$ cat config.mk
export PLATFORM = sky130hd
export DESIGN_NAME = dvp_pattern_gen
export DESIGN_NICKNAME = d
export VERILOG_FILES = /design/src/rtl/dvp_pattern_gen.sv
export SDC_FILE = /design/constraint.sdc
export NUM_CORES = 1
export LEC_CHECK = 0
export CAP_MARGIN = 20
export CORE_UTILIZATION = 57
export CTS_CLUSTER_SIZE = 16
export DETAILED_ROUTE_END_ITERATION = 8
export HOLD_SLACK_MARGIN = 0.02
export PLACE_DENSITY = 0.76
export SYNTH_ARGS = -nofsm -noshare
export SYNTH_HDL_FRONTEND = slang
export SYNTH_SLANG_ARGS = --single-unit
$ cat constraint.sdc
create_clock -name pclk -period 19.6 [get_ports pclk]
set_input_delay 1.96 -clock pclk [delete_from_list [all_inputs] [get_ports pclk]]
set_output_delay 1.96 -clock pclk [all_outputs]
set_load 0.05 [all_outputs]
$ cat src/rtl/dvp_pattern_gen.sv
// Multi-camera DVP source: VSYNC/HREF framing plus 4:2:2 YCbCr byte lanes
// (Cb,Y0,Cr,Y1) generated from ramp, colour-bar, flat or PRBS patterns.
module dvp_pattern_gen #(
    parameter int DATA_W      = 8,
    parameter int NUM_CAM     = 2,
    parameter int H_ACTIVE    = 1280,
    parameter int V_ACTIVE    = 720,
    parameter int H_BLANK     = 64,
    parameter int VSYNC_LINES = 3,
    parameter int V_BACK      = 2,
    parameter int V_FRONT     = 2,
    parameter int CAM_STEP    = 16,
    parameter int NUM_FRAMES  = 0
) (
    input  logic                      pclk,
    input  logic                      reset,
    input  logic                      run_test,
    input  logic                      stop_test,
    input  logic [1:0]                mode,
    output logic                      VSYNC,
    output logic                      HREF,
    output logic [NUM_CAM*DATA_W-1:0] D,
    output logic [15:0]               frame_cnt,
    output logic                      busy,
    output logic [2:0]                dbg_state_o
);

    typedef enum logic [2:0] {
        S_IDLE = 3'd0,
        S_VS   = 3'd1,
        S_VBP  = 3'd2,
        S_ACT  = 3'd3,
        S_HBL  = 3'd4,
        S_VFP  = 3'd5
    } state_t;

    localparam int          LINE     = 2 * H_ACTIVE + H_BLANK;
    localparam logic [31:0] VS_LAST  = 32'(VSYNC_LINES * LINE - 1);
    localparam logic [31:0] VBP_LAST = 32'(V_BACK * LINE - 1);
    localparam logic [31:0] ACT_LAST = 32'(2 * H_ACTIVE - 1);
    localparam logic [31:0] HBL_LAST = 32'(H_BLANK - 1);
    localparam logic [31:0] VFP_LAST = 32'(V_FRONT * LINE - 1);
    localparam logic [15:0] V_LAST   = 16'(V_ACTIVE - 1);
    localparam logic [15:0] FRAMES   = 16'(NUM_FRAMES);
    localparam logic [31:0] Y_MAX    = 32'((1 << DATA_W) - 1);
    localparam logic [DATA_W-1:0] MID = DATA_W'(1 << (DATA_W - 1));
    localparam logic [15:0] SEED     = 16'hACE1;

    state_t                    state_q, state_d;
    logic [31:0]               h_cnt_q, h_cnt_d;
    logic [15:0]               v_cnt_q, v_cnt_d;
    logic [15:0]               frame_cnt_q, frame_cnt_d;
    logic                      stop_pend_q, stop_pend_d;
    logic [1:0]                mode_q, mode_d;
    logic [15:0]               lfsr_q, lfsr_d;
    logic [NUM_CAM*DATA_W-1:0] d_d;

    logic [31:0]       pix, bar, y_sum, y_cam;
    logic [DATA_W-1:0] y_base, cb, cr;
    logic              prbs;

    always_comb begin
        state_d     = state_q;
        h_cnt_d     = h_cnt_q + 32'd1;
        v_cnt_d     = v_cnt_q;
        frame_cnt_d = frame_cnt_q;
        mode_d      = mode_q;
        stop_pend_d = stop_pend_q | (stop_test && state_q != S_IDLE);
        case (state_q)
            S_IDLE: begin
                h_cnt_d = '0;
                if (run_test) begin
                    state_d     = S_VS;
                    frame_cnt_d = '0;
                    mode_d      = mode;
                end
            end
            S_VS: if (h_cnt_q == VS_LAST) begin
                state_d = S_VBP;
                h_cnt_d = '0;
            end
            S_VBP: if (h_cnt_q == VBP_LAST) begin
                state_d = S_ACT;
                h_cnt_d = '0;
                v_cnt_d = '0;
            end
            S_ACT: if (h_cnt_q == ACT_LAST) begin
                state_d = S_HBL;
                h_cnt_d = '0;
            end
            S_HBL: if (h_cnt_q == HBL_LAST) begin
                h_cnt_d = '0;
                if (v_cnt_q == V_LAST) begin
                    state_d = S_VFP;
                end else begin
                    state_d = S_ACT;
                    v_cnt_d = v_cnt_q + 16'd1;
                end
            end
            S_VFP: if (h_cnt_q == VFP_LAST) begin
                h_cnt_d     = '0;
                frame_cnt_d = frame_cnt_q + 16'd1;
                // A stop raised on this very clock still ends the run here.
                if (stop_pend_d || (NUM_FRAMES != 0 && frame_cnt_d == FRAMES)) begin
                    state_d = S_IDLE;
                end else begin
                    state_d = S_VS;
                    mode_d  = mode;
                end
            end
            default: state_d = S_IDLE;
        endcase
        if (state_d == S_IDLE) stop_pend_d = 1'b0;

        lfsr_d = lfsr_q;
        if (state_d == S_VS && state_q != S_VS) begin
            lfsr_d = SEED;
        end else if (state_d == S_ACT) begin
            lfsr_d = {lfsr_q[14:0], lfsr_q[15] ^ lfsr_q[13] ^ lfsr_q[12] ^ lfsr_q[10]};
        end
    end

    // Byte content for the clock being registered, derived from next-state counters.
    always_comb begin
        pix    = h_cnt_d >> 1;
        bar    = pix / 32'(H_ACTIVE / 8);
        y_base = MID;
        cb     = MID;
        cr     = MID;
        prbs   = (mode_d == 2'd3);
        case (mode_d)
            2'd0: y_base = DATA_W'(pix + 32'(v_cnt_d));
            2'd1: begin
                y_base = DATA_W'(bar << (DATA_W - 3));
                cb     = ~y_base;
                cr     = y_base;
            end
            2'd2: y_base = MID;
            default: begin
                y_base = DATA_W'(lfsr_q);
                cb     = y_base;
                cr     = y_base;
            end
        endcase
        d_d   = '0;
        y_sum = '0;
        y_cam = '0;
        for (int k = 0; k < NUM_CAM; k++) begin
            y_sum = 32'(y_base) + (prbs ? 32'd0 : 32'(k * CAM_STEP));
            y_cam = (y_sum > Y_MAX) ? Y_MAX : y_sum;
            if (state_d == S_ACT) begin
                d_d[k*DATA_W +: DATA_W] = h_cnt_d[0] ? DATA_W'(y_cam)
                                                     : (h_cnt_d[1] ? cr : cb);
            end
        end
    end

    always_ff @(posedge pclk) begin
        if (reset) begin
            state_q     <= S_IDLE;
            h_cnt_q     <= '0;
            v_cnt_q     <= '0;
            frame_cnt_q <= '0;
            stop_pend_q <= 1'b0;
            mode_q      <= 2'd0;
            lfsr_q      <= SEED;
            VSYNC       <= 1'b0;
            HREF        <= 1'b0;
            D           <= '0;
            busy        <= 1'b0;
        end else begin
            state_q     <= state_d;
            h_cnt_q     <= h_cnt_d;
            v_cnt_q     <= v_cnt_d;
            frame_cnt_q <= frame_cnt_d;
            stop_pend_q <= stop_pend_d;
            mode_q      <= mode_d;
            lfsr_q      <= lfsr_d;
            VSYNC       <= (state_d == S_VS);
            HREF        <= (state_d == S_ACT);
            D           <= d_d;
            busy        <= (state_d != S_IDLE);
        end
    end

    assign frame_cnt   = frame_cnt_q;
    assign dbg_state_o = state_q;

endmodule

# Yosys cells after proc, flatten, opt, wreduce, memory -nomap -nowiden
# Index checks and enable logic that the tools add are counted.
op_classes:
  n_addsub: 5
  div_mod_pow: 1
  magnitude_cmp: 2
  n_eq_ne: 18
  muxes: 34
  bitwise_logic: 6
  n_reduce_logical: 14
ops:
  columns: ["cell", "count"]
  rows:
  - ["one-hot mux 32 bit (5 select lines)", 1]
  - ["2-to-1 mux 32 bit", 4]
  - ["2-to-1 mux 16 bit", 5]
  - ["== test 32 x 13 -> 1 bit, second input constant", 2]
  - ["one-hot mux 16 bit (2 select lines)", 2]
  - ["2-to-1 mux 8 bit", 5]
  - ["adder 16 x 1 -> 16 bit, second input constant", 2]
  - ["adder 32 x 1 -> 32 bit, second input constant", 1]
  - ["divider 31 x 8 -> 32 bit, second input constant", 1]
  - ["== test 32 x 12 -> 1 bit, second input constant", 1]
  - ["== test 32 x 6 -> 1 bit, second input constant", 1]
  - ["one-hot mux 8 bit (2 select lines)", 2]
  - ["one-hot mux 8 bit (3 select lines)", 1]
  - ["2-to-1 mux 3 bit", 7]
  - ["one-hot mux 3 bit (6 select lines)", 1]
  - ["== test 16 x 10 -> 1 bit, second input constant", 1]
  - ["OR reduction 2 bit", 5]
  - ["adder 8 x 5 -> 9 bit", 1]
  - ["== test 3 x 2 -> 1 bit, second input constant", 3]
  - ["> comparator 9 x 8 -> 1 bit, second input constant", 1]
  - ["adder 8 bit", 1]
  - ["> comparator 8 bit, second input constant", 1]
  - ["NOT 8 bit", 1]
  - ["== test 3 x 1 -> 1 bit, second input constant", 2]
  - ["18 further kinds", 28]
totals:
  ff_bits: 105
  input_bits: 6
  out_inout_bits: 38
  wordCells: 91

# Logic depth before layout (Yosys ltp)
# Gate-level depths: netlist of the first run.
depth:
  depth_word: 12
  depth_mapped: 44
  depth_no_buf: 37

# Worst setup path after synthesis of the first run
# No wires, ideal clock.
synth_path:
  path_type: "register -> register"
  startpoint: "reg h_cnt_q[0]"
  endpoint: "reg D[14]"
  setup_ns: 0.070
  arrival_ns: 9.284
  t_required_ns: 19.530
  slack_ns: 10.245
  path_stages_with_launch: 38
  path_cell_list: "dfxtp_1 ha_1 nand2_1 nor3_1 nand3_1 xor2_1 a211oi_1 a2111oi_4 nor3_2 o311a_1 o32ai_2 or4b_4 nand3_1 and3_4 and2_4 buf_6 a211o_1 and2_4 (+2 left out) o22ai_1 nor4_4 o21ai_0 a21o_1 a22o_1 or4b_1 a21oi_2 a2111oi_4 xnor2_2 nor3_1 a2111o_1 mux2_4 or3_1 o2111ai_2 nor3_2 or2_1 a221o_1 a21oi_1"
synth_via:
  elab_chain_cells: 9
synth_rtl:
  columns: ["item", "line_no", "text"]
  rows:
  - ["from (decl)", "50", "logic [31:0] h_cnt_q, h_cnt_d;"]
  - ["from (signal assigned)", "173", "h_cnt_q <= h_cnt_d;"]
  - ["adder 32 x 1 -> 32 bit (tied with other cells)", "64", "h_cnt_d = h_cnt_q + 32'd1;"]
  - ["2-to-1 mux 32 bit (tied with other cells)", "82, 100", null]
  - ["one-hot mux 32 bit (5 select lines) (tied with other cells)", "69", "case (state_q)"]
  - ["divider 31 x 8 -> 32 bit (tied with other cells)", "126", "bar = pix / 32'(H_ACTIVE / 8);"]
  - ["one-hot mux 8 bit (3 select lines) / 2-to-1 mux 5 bit (equally long branches)", "131, 149", null]
  - ["adder 8 x 5 -> 9 bit", "149", "y_sum = 32'(y_base) + (prbs ? 32'd0 : 32'(k * CAM_STEP));"]
  - ["> comparator 9 x 8 -> 1 bit", "150", "y_cam = (y_sum > Y_MAX) ? Y_MAX : y_sum;"]
  - ["2-to-1 mux 8 bit", "150", null]
  - ["2-to-1 mux 8 bit", "152", "d_d[k*DATA_W +: DATA_W] = h_cnt_d[0] ? DATA_W'(y_cam)"]
  - ["to (signal assigned)", "169", "D <= '0;"]
  - ["to (signal assigned)", "181", "D <= d_d;"]
  - ["to (decl)", "22", "output logic [NUM_CAM*DATA_W-1:0] D,"]
# Parallel ways exist; a longest one is shown, timed or not.
# A chain may end at the register's enable or synchronous reset.

# Final worst setup path of the first run
# Ends and elaborated chain as after synthesis.

==> results of run 1 <==
-- sequential cells by signal, indices dropped and copies added, names as in the netlist --
signal,count
D,16
frame_cnt,16
dbg_state_o,3
busy,1
v_cnt_q,16
stop_pend_q,1
HREF,1
lfsr_q,16
h_cnt_q,32
VSYNC,1
mode_q,2
-- worst min-delay path by stage --
stage	slack [ps]	cells past startpoint	start	to
finish	480	2	lfsr_q[9]	lfsr_q[10]
global route	520	2	lfsr_q[9]	lfsr_q[10]
CTS	480	2	lfsr_q[9]	lfsr_q[10]
detailed placement	460	2	lfsr_q[9]	lfsr_q[10]
global placement	450	2	lfsr_q[9]	lfsr_q[10]
floorplan	440	2	lfsr_q[9]	lfsr_q[10]
-- tightest hold or removal path, stage by stage (launching register included) --
cell                      delay (ps)
sky130_fd_sc_hd__dfxtp_1         330
sky130_fd_sc_hd__mux2i_1          60
sky130_fd_sc_hd__nand2_1          60
-- stage by stage --
stage / cell area [sq um] / util (%) / power (mW) / std cells / hold WS, ps
5_1_grt: 10100 / 63.2 / 0.439 / 1443 / 523
2_1_floorplan: 9350 / - / 0.236 / 1235 / 441
4_1_cts: 10100 / 63.2 / 0.428 / 1443 / 478
3_5_place_dp: 9770 / 61.3 / 0.243 / 1427 / 458
3_3_place_gp: 9770 / 61.3 / 0.243 / 1427 / 452
6_report: 10100 / 63.2 / 0.426 / 1443 / 479
-- layer usage --
metal | wire [um] | vias up | track usage, % | share of wire [%]
li1 | - | 4616 | - | -
met4 | 246 | 0 | 6.29 | 1.0
met3 | 1540 | 26 | 4.10 | 6.4
met1 | 11800 | 4385 | 42.3 | 49
met5 | 0 | - | 0 | 0
met2 | 10600 | 367 | 43.8 | 44
-- cell type report --
| cell class | count | area (sq um) | area share (%) |
|---|---|---|---|
| multi-input cells | 1038 | 6850 | 68.0 |
| inverters | 18 | 67.6 | 0.671 |
| well taps | 216 | 270 | 2.68 |
| clock inverters | 6 | 76.3 | 0.758 |
| flip-flops and latches | 105 | 2100 | 20.9 |
| repair buffers | 50 | 483 | 4.79 |
| clock buffers | 10 | 229 | 2.27 |
-- placed cells by master (no fill, tap or decap), types with 15 or more instances in the layout --
master	Yosys	layout
sky130_fd_sc_hd__nor2_1	162	162
sky130_fd_sc_hd__nand2_1	108	108
sky130_fd_sc_hd__dfxtp_1	105	105
sky130_fd_sc_hd__a21oi_1	68	68
sky130_fd_sc_hd__nand3_1	57	57
sky130_fd_sc_hd__o21ai_0	46	46
sky130_fd_sc_hd__clkdlybuf4s50_1	0	43
sky130_fd_sc_hd__xnor2_1	33	33
sky130_fd_sc_hd__nor3_1	31	31
sky130_fd_sc_hd__xor2_1	27	27
sky130_fd_sc_hd__mux2i_1	24	24
sky130_fd_sc_hd__nand4_1	23	23
sky130_fd_sc_hd__o211ai_1	21	21
sky130_fd_sc_hd__nor4_1	20	20
sky130_fd_sc_hd__inv_1	17	17
sky130_fd_sc_hd__or3_1	17	17
sky130_fd_sc_hd__a31oi_1	17	17
sky130_fd_sc_hd__and3_1	16	16
sky130_fd_sc_hd__o31ai_1	15	15
sky130_fd_sc_hd__o21a_1	15	15
-- report_power, final --
part / leakage [nW] / internal [mW] / switching (mW)
clock network: 0.143 / 0.101 / 0.0859
registers: 0.847 / 0.214 / 0.00112
logic: 2.57 / 0.00673 / 0.0165
total: 3.56 / 0.322 / 0.104
-- cells by family (layout without fill, tap and decap cells) --
| logic type | count (synthesis) | in the layout | synth area share [%] |
|---|---|---|---|
| xor gates and xnor gates | 63 | 63 | 6.21 |
| and+or+nand+nor | 558 | 558 | 31.2 |
| buffers and inverters | 92 | 84 | 4.32 |
| AOI/OAI and AO/OA | 369 | 369 | 30.0 |
| DFF | 105 | 105 | 22.5 |
| adders and majority gates | 14 | 14 | 1.90 |
| muxes | 34 | 34 | 3.84 |
==> flow_summary.yaml, run 1 <==
global_route:
  first_pass_grt_wire_length_mm: 39.8
  grt_remaining_overflow: 0
  all_layer_gr_usage_pct: 28.7
  initial_antenna_violation_count: 0
  number_of_global_route_vias_before_repair: 8216
  grt_max_degree: 45
worst_hold_path:
  min-delay-path-class: "reg -> reg"
setup_path:
  timing.critical_path.required_ps: 19890
  r2r-start: "h_cnt_q[0]"
  delay_heaviest_family_cp: "simple AND/OR/NAND/NOR gates"
  critical_path_buf_inv_count: 1
  crit-reg2reg-capture: "D[14]"
  worstSetupEndpoint: "D[14]"
  critical_path_depth: 38
  cpMaxStageDelayCell: "sky130_fd_sc_hd__nor3_1"
  worst_reg_to_reg_cells: 38
  critPathArrivalTime_ps: 11830
  crit_type: "reg -> reg"
  timing.critical_path.from: "h_cnt_q[0]"
  worst_setup_path_end_kind: "register"
  cp-start-kind: "register"
  path_max_fanout: 15
  setup.reg_to_reg.worst_slack_ps: 8060
  max_stage_delay_ps: 700
run:
  drv.max_cap_violation_count: 0
floorplan:
  top_level_ports: 44
  die_x_um: 130
  die_area_sq_um: 16900
  core_area_sq_um: 15900
  start_util_pct: 58.6
  floorplan.die.height_um: 130
  std_cell_rows: 46
clocking:
  cts_resized: 0
  cts.path.max_buffers: 2
  h_tree_depth: 3
  clk_pin_slew_worst_paths_ps: 70
  post_cts_repair_timing_setup_buffer_count: 0
  clock_tree_from_tritoncts: "done"
  total_of_hold_buffers_inserted_after_clock_tree_synthesis: 0
  cts_root_buf: "sky130_fd_sc_hd__clkbuf_16"
  insertion_delay_ps: 360
  cts-buffers-inserted: 9
  clock-sinks: 105
logic_synthesis:
  synth-warning-count: 0
  dominantRegCellSynth: "sky130_fd_sc_hd__dfxtp_1"
  synth_cells: 1235
  fraction_of_registers_with_async_set_reset_pct: 0
  synth_sequential_area_ratio_pct: 22.5
  syn-mean-instance-area_sq_um: 7.57
  synth_cell_type_count: 124
  synth_most_common_cell: "sky130_fd_sc_hd__nor2_1"
  syn-num-nets: 1253
  synth_top_cell_area_share_pct: 22.5
  synth_enable_flop_cells: 0
  number_of_storage_elements_in_the_synthesis_netlist: 105
  synth_area_leader_cell: "sky130_fd_sc_hd__dfxtp_1"
  synth.cells.most_frequent: "162 x sky130_fd_sc_hd__nor2_1, 108 x sky130_fd_sc_hd__nand2_1, 105 x sky130_fd_sc_hd__dfxtp_1"
  syn-cell-area_sq_um: 9350
  synth.top_cells.by_area: "sky130_fd_sc_hd__dfxtp_1 22%, sky130_fd_sc_hd__nor2_1 6.5%, sky130_fd_sc_hd__nand2_1 4.3%"
final_layout:
  final_nets: 1240
  diodes: 0
  drive_above_1_share_pct: 9.78
  layout-area-overhead-vs-synth_pct: 7.79
  filler_cell_count: 1443
sta:
  slew_viol_final: 0
  finalWorstSetupSlack_ps: 8060
  finalSetupViolCount: 0
  final.period_utilization_pct: 58.9
  fmaxAchievable_ghz: 0.0867
  maxSlewHeadroom_pct: 25.4
  setup_total_negative_slack_ps: 0
  finalCriticalPeriod_ps: 11540
  tightestPinTransition_ps: 1120
  worst_clock_skew_ps: 9.00
  setup_repair_after_global_routing_missed_its_margin: "false"
  timing_hold_violations_final: 0
placed_design:
  finalWeightedCongestion: 0.947
  pre_cts_slack_ps: 8230
  numPortBuffers: 43
  post-dp-hpwl_mm: 17.8
detailed_routing:
  vias: 9394
  route.detailed.wl_per_inst_um: 16.7
  drt_pass1_iterations: 6
  first_iter_violations: 988
  routed_via_density: 6.51
  route.detailed.drc: 0
  postRouteAntennaNets: 0
  routed_wirelength_mm: 24.1
power:
  leakagePower_nw: 3.56
  cellPowerDensity_nw_per_um2: 42.2
  vdd_ir_drop_max_v: 0.0000474
status:
  outcome: "finished, final reports clean"
(Power assumes the default switching activity.)
==> inputs of run 2 (changes only) <==
clock period = 11.35 ns   (was 19.6 ns; I/O delays follow)
==> run 2 against run 1 <==
Compared with the run above: flip-flop and latch count did not move; combinational power rose by 78%; final cell count rose by 1.1%; count of clock-buffer cells in the layout did not move; clock power rose by 64%; via count rose by 0.66%; die area did not move; clock skew rose by 0.52 ps; non-clock buffer count rose by 16; power rose by 69%; critical path depth fell by 2; sequential share of layout area fell by 0.46 points; largest power group unchanged.
==> flow_summary.yaml, run 2 (same netlist as run 1, synthesis figures left out) <==
clocking:
  clock-sinks: 105
  cts-buffers-inserted: 9
  cts_root_buf: "sky130_fd_sc_hd__clkbuf_16"
  cts.path.max_buffers: 2
  clock_tree_from_tritoncts: "done"
  clk_pin_slew_worst_paths_ps: 80
  h_tree_depth: 3
  insertion_delay_ps: 360
floorplan:
  die_x_um: 130
  std_cell_rows: 46
  core_area_sq_um: 15900
  floorplan.die.height_um: 130
  top_level_ports: 44
  die_area_sq_um: 16900
  start_util_pct: 58.6
setup_path:
  cpMaxStageDelayCell: "sky130_fd_sc_hd__a2111oi_1"
  timing.critical_path.required_ps: 11640
  worst_reg_to_reg_cells: 36
  max_stage_delay_ps: 740
  r2r-start: "h_cnt_q[0]"
  timing.critical_path.from: "h_cnt_q[0]"
  path_max_fanout: 11
  worst_setup_path_end_kind: "register"
  cp-start-kind: "register"
  crit_type: "reg -> reg"
  critPathArrivalTime_ps: 11000
placed_design:
  numPlacedInstances: 1433
  finalWeightedCongestion: 0.918
  pre_cts_slack_ps: 385
  post-dp-hpwl_mm: 17.8
  numPortBuffers: 43
detailed_routing:
  first_iter_violations: 773
  vias: 9456
  postRouteAntennaNets: 0
  routed_wirelength_mm: 24.3
  drt_pass1_iterations: 5
  route.detailed.drc: 0
  routed_via_density: 6.48
  route.detailed.wl_per_inst_um: 16.7
power:
  p_total_uw: 720
  leakagePower_nw: 3.70
  cellPowerDensity_nw_per_um2: 69.8
  vdd_ir_drop_max_v: 0.0000690
final_layout:
  drive_above_1_share_pct: 12.1
  largest_register: "h_cnt_q"
  layout_cells_excl_fill: 1459
  mostFrequentLayoutCell: "sky130_fd_sc_hd__nor2_1"
  final_nets: 1256
  diodes: 0
  most-common-layout-cells: "161 x sky130_fd_sc_hd__nor2_1, 108 x sky130_fd_sc_hd__nand2_1, 104 x sky130_fd_sc_hd__dfxtp_1"
  layout-area-overhead-vs-synth_pct: 10.3
  largest_register_ff_count: 32
  filler_cell_count: 1469
sta:
  finalCriticalPeriod_ps: 10710
  fmaxAchievable_ghz: 0.0934
  maxSlewHeadroom_pct: 41.0
  finalWorstSetupSlack_ps: 643
  final.period_utilization_pct: 94.3
  slew_viol_final: 0
  tightestPinTransition_ps: 882
  timing_hold_violations_final: 0
  finalHoldWorstSlack_ps: 477
  finalSetupViolCount: 0
  worst_clock_skew_ps: 9.51
global_route:
  first_pass_grt_wire_length_mm: 40.1
  all_layer_gr_usage_pct: 28.8
  grt_max_degree: 45
  grt_remaining_overflow: 0
  initial_antenna_violation_count: 0
  number_of_global_route_vias_before_repair: 8175
worst_hold_path:
  whs_path_depth: 2
  min-delay-path-class: "reg -> reg"
  hold_path.startpoint: "lfsr_q[14]"
run:
  drv.max_cap_violation_count: 0
status:
  outcome: "finished, final reports clean"
[run 2: cell count changes in the layout (fill, tap and decap cells not counted), sizes merged]
cell	delta
inv	+3
buf	+16
bufinv	-1
clkinvlp	-2
[run 2: timing repair]
item	in CTS	in global routing
setup buffers	0	9
hold buffers	0	0
resized for setup	0	21
endpoints found under the setup margin	0	11
[run 2: report_power, final]
group	switching [mW]	total (mW)	internal (mW)	leakage [nW]
Combinational	0.0291	0.0414	0.0123	2.71
Sequential	0.00191	0.372	0.370	0.848
Clock	0.152	0.307	0.155	0.142
[run 2: layer usage]
metal	GRT usage (%)	vias up	part of all wire, %
li1	-	4665	-
met1	43.1	4441	49
met2	43.2	317	44
met3	3.77	33	5.7
met4	6.84	0	1.4
met5	0	-	0
[run 2: path summary, 6_finish.rpt]
check / slack [ps] / end
setup / recovery: 640 / D[14]
hold / removal: 480 / lfsr_q[15]
setup reg to reg: 640 / D[14]
hold reg to reg: 480 / lfsr_q[15]
[run 2: stage by stage]
stage | setup TNS [ps] | utilization [%] | area, sq um
floorplan | 0 | - | 9350
global placement | 0 | 61.6 | 9810
detailed placement | 0 | 61.6 | 9810
CTS | 0 | 63.3 | 10100
global route | -22.2 | 64.7 | 10300
finish | 0 | 64.7 | 10300
[run 2: worst max-delay path, delay by kind of cell (launching register included)]
kind / cells / cell delay [ps]
AO/OA/AOI/OAI: 23 / 6490
XOR/XNOR: 1 / 340
adder cells (fa/ha/maj): 1 / 280
flip-flops: 1 / 430
multiplexers: 2 / 680
AND/OR/NAND/NOR: 9 / 2410
[run 2: area by class of cell]
type | count | area (sq um) | area share, %
multi-input combinational | 1038 | 6970 | 67.6
sequential | 105 | 2100 | 20.4
timing repair buffer | 66 | 611 | 5.92
tap | 216 | 270 | 2.62
clock buffer | 10 | 229 | 2.22
inverter | 18 | 67.6 | 0.655
clock inverter | 6 | 57.6 | 0.558
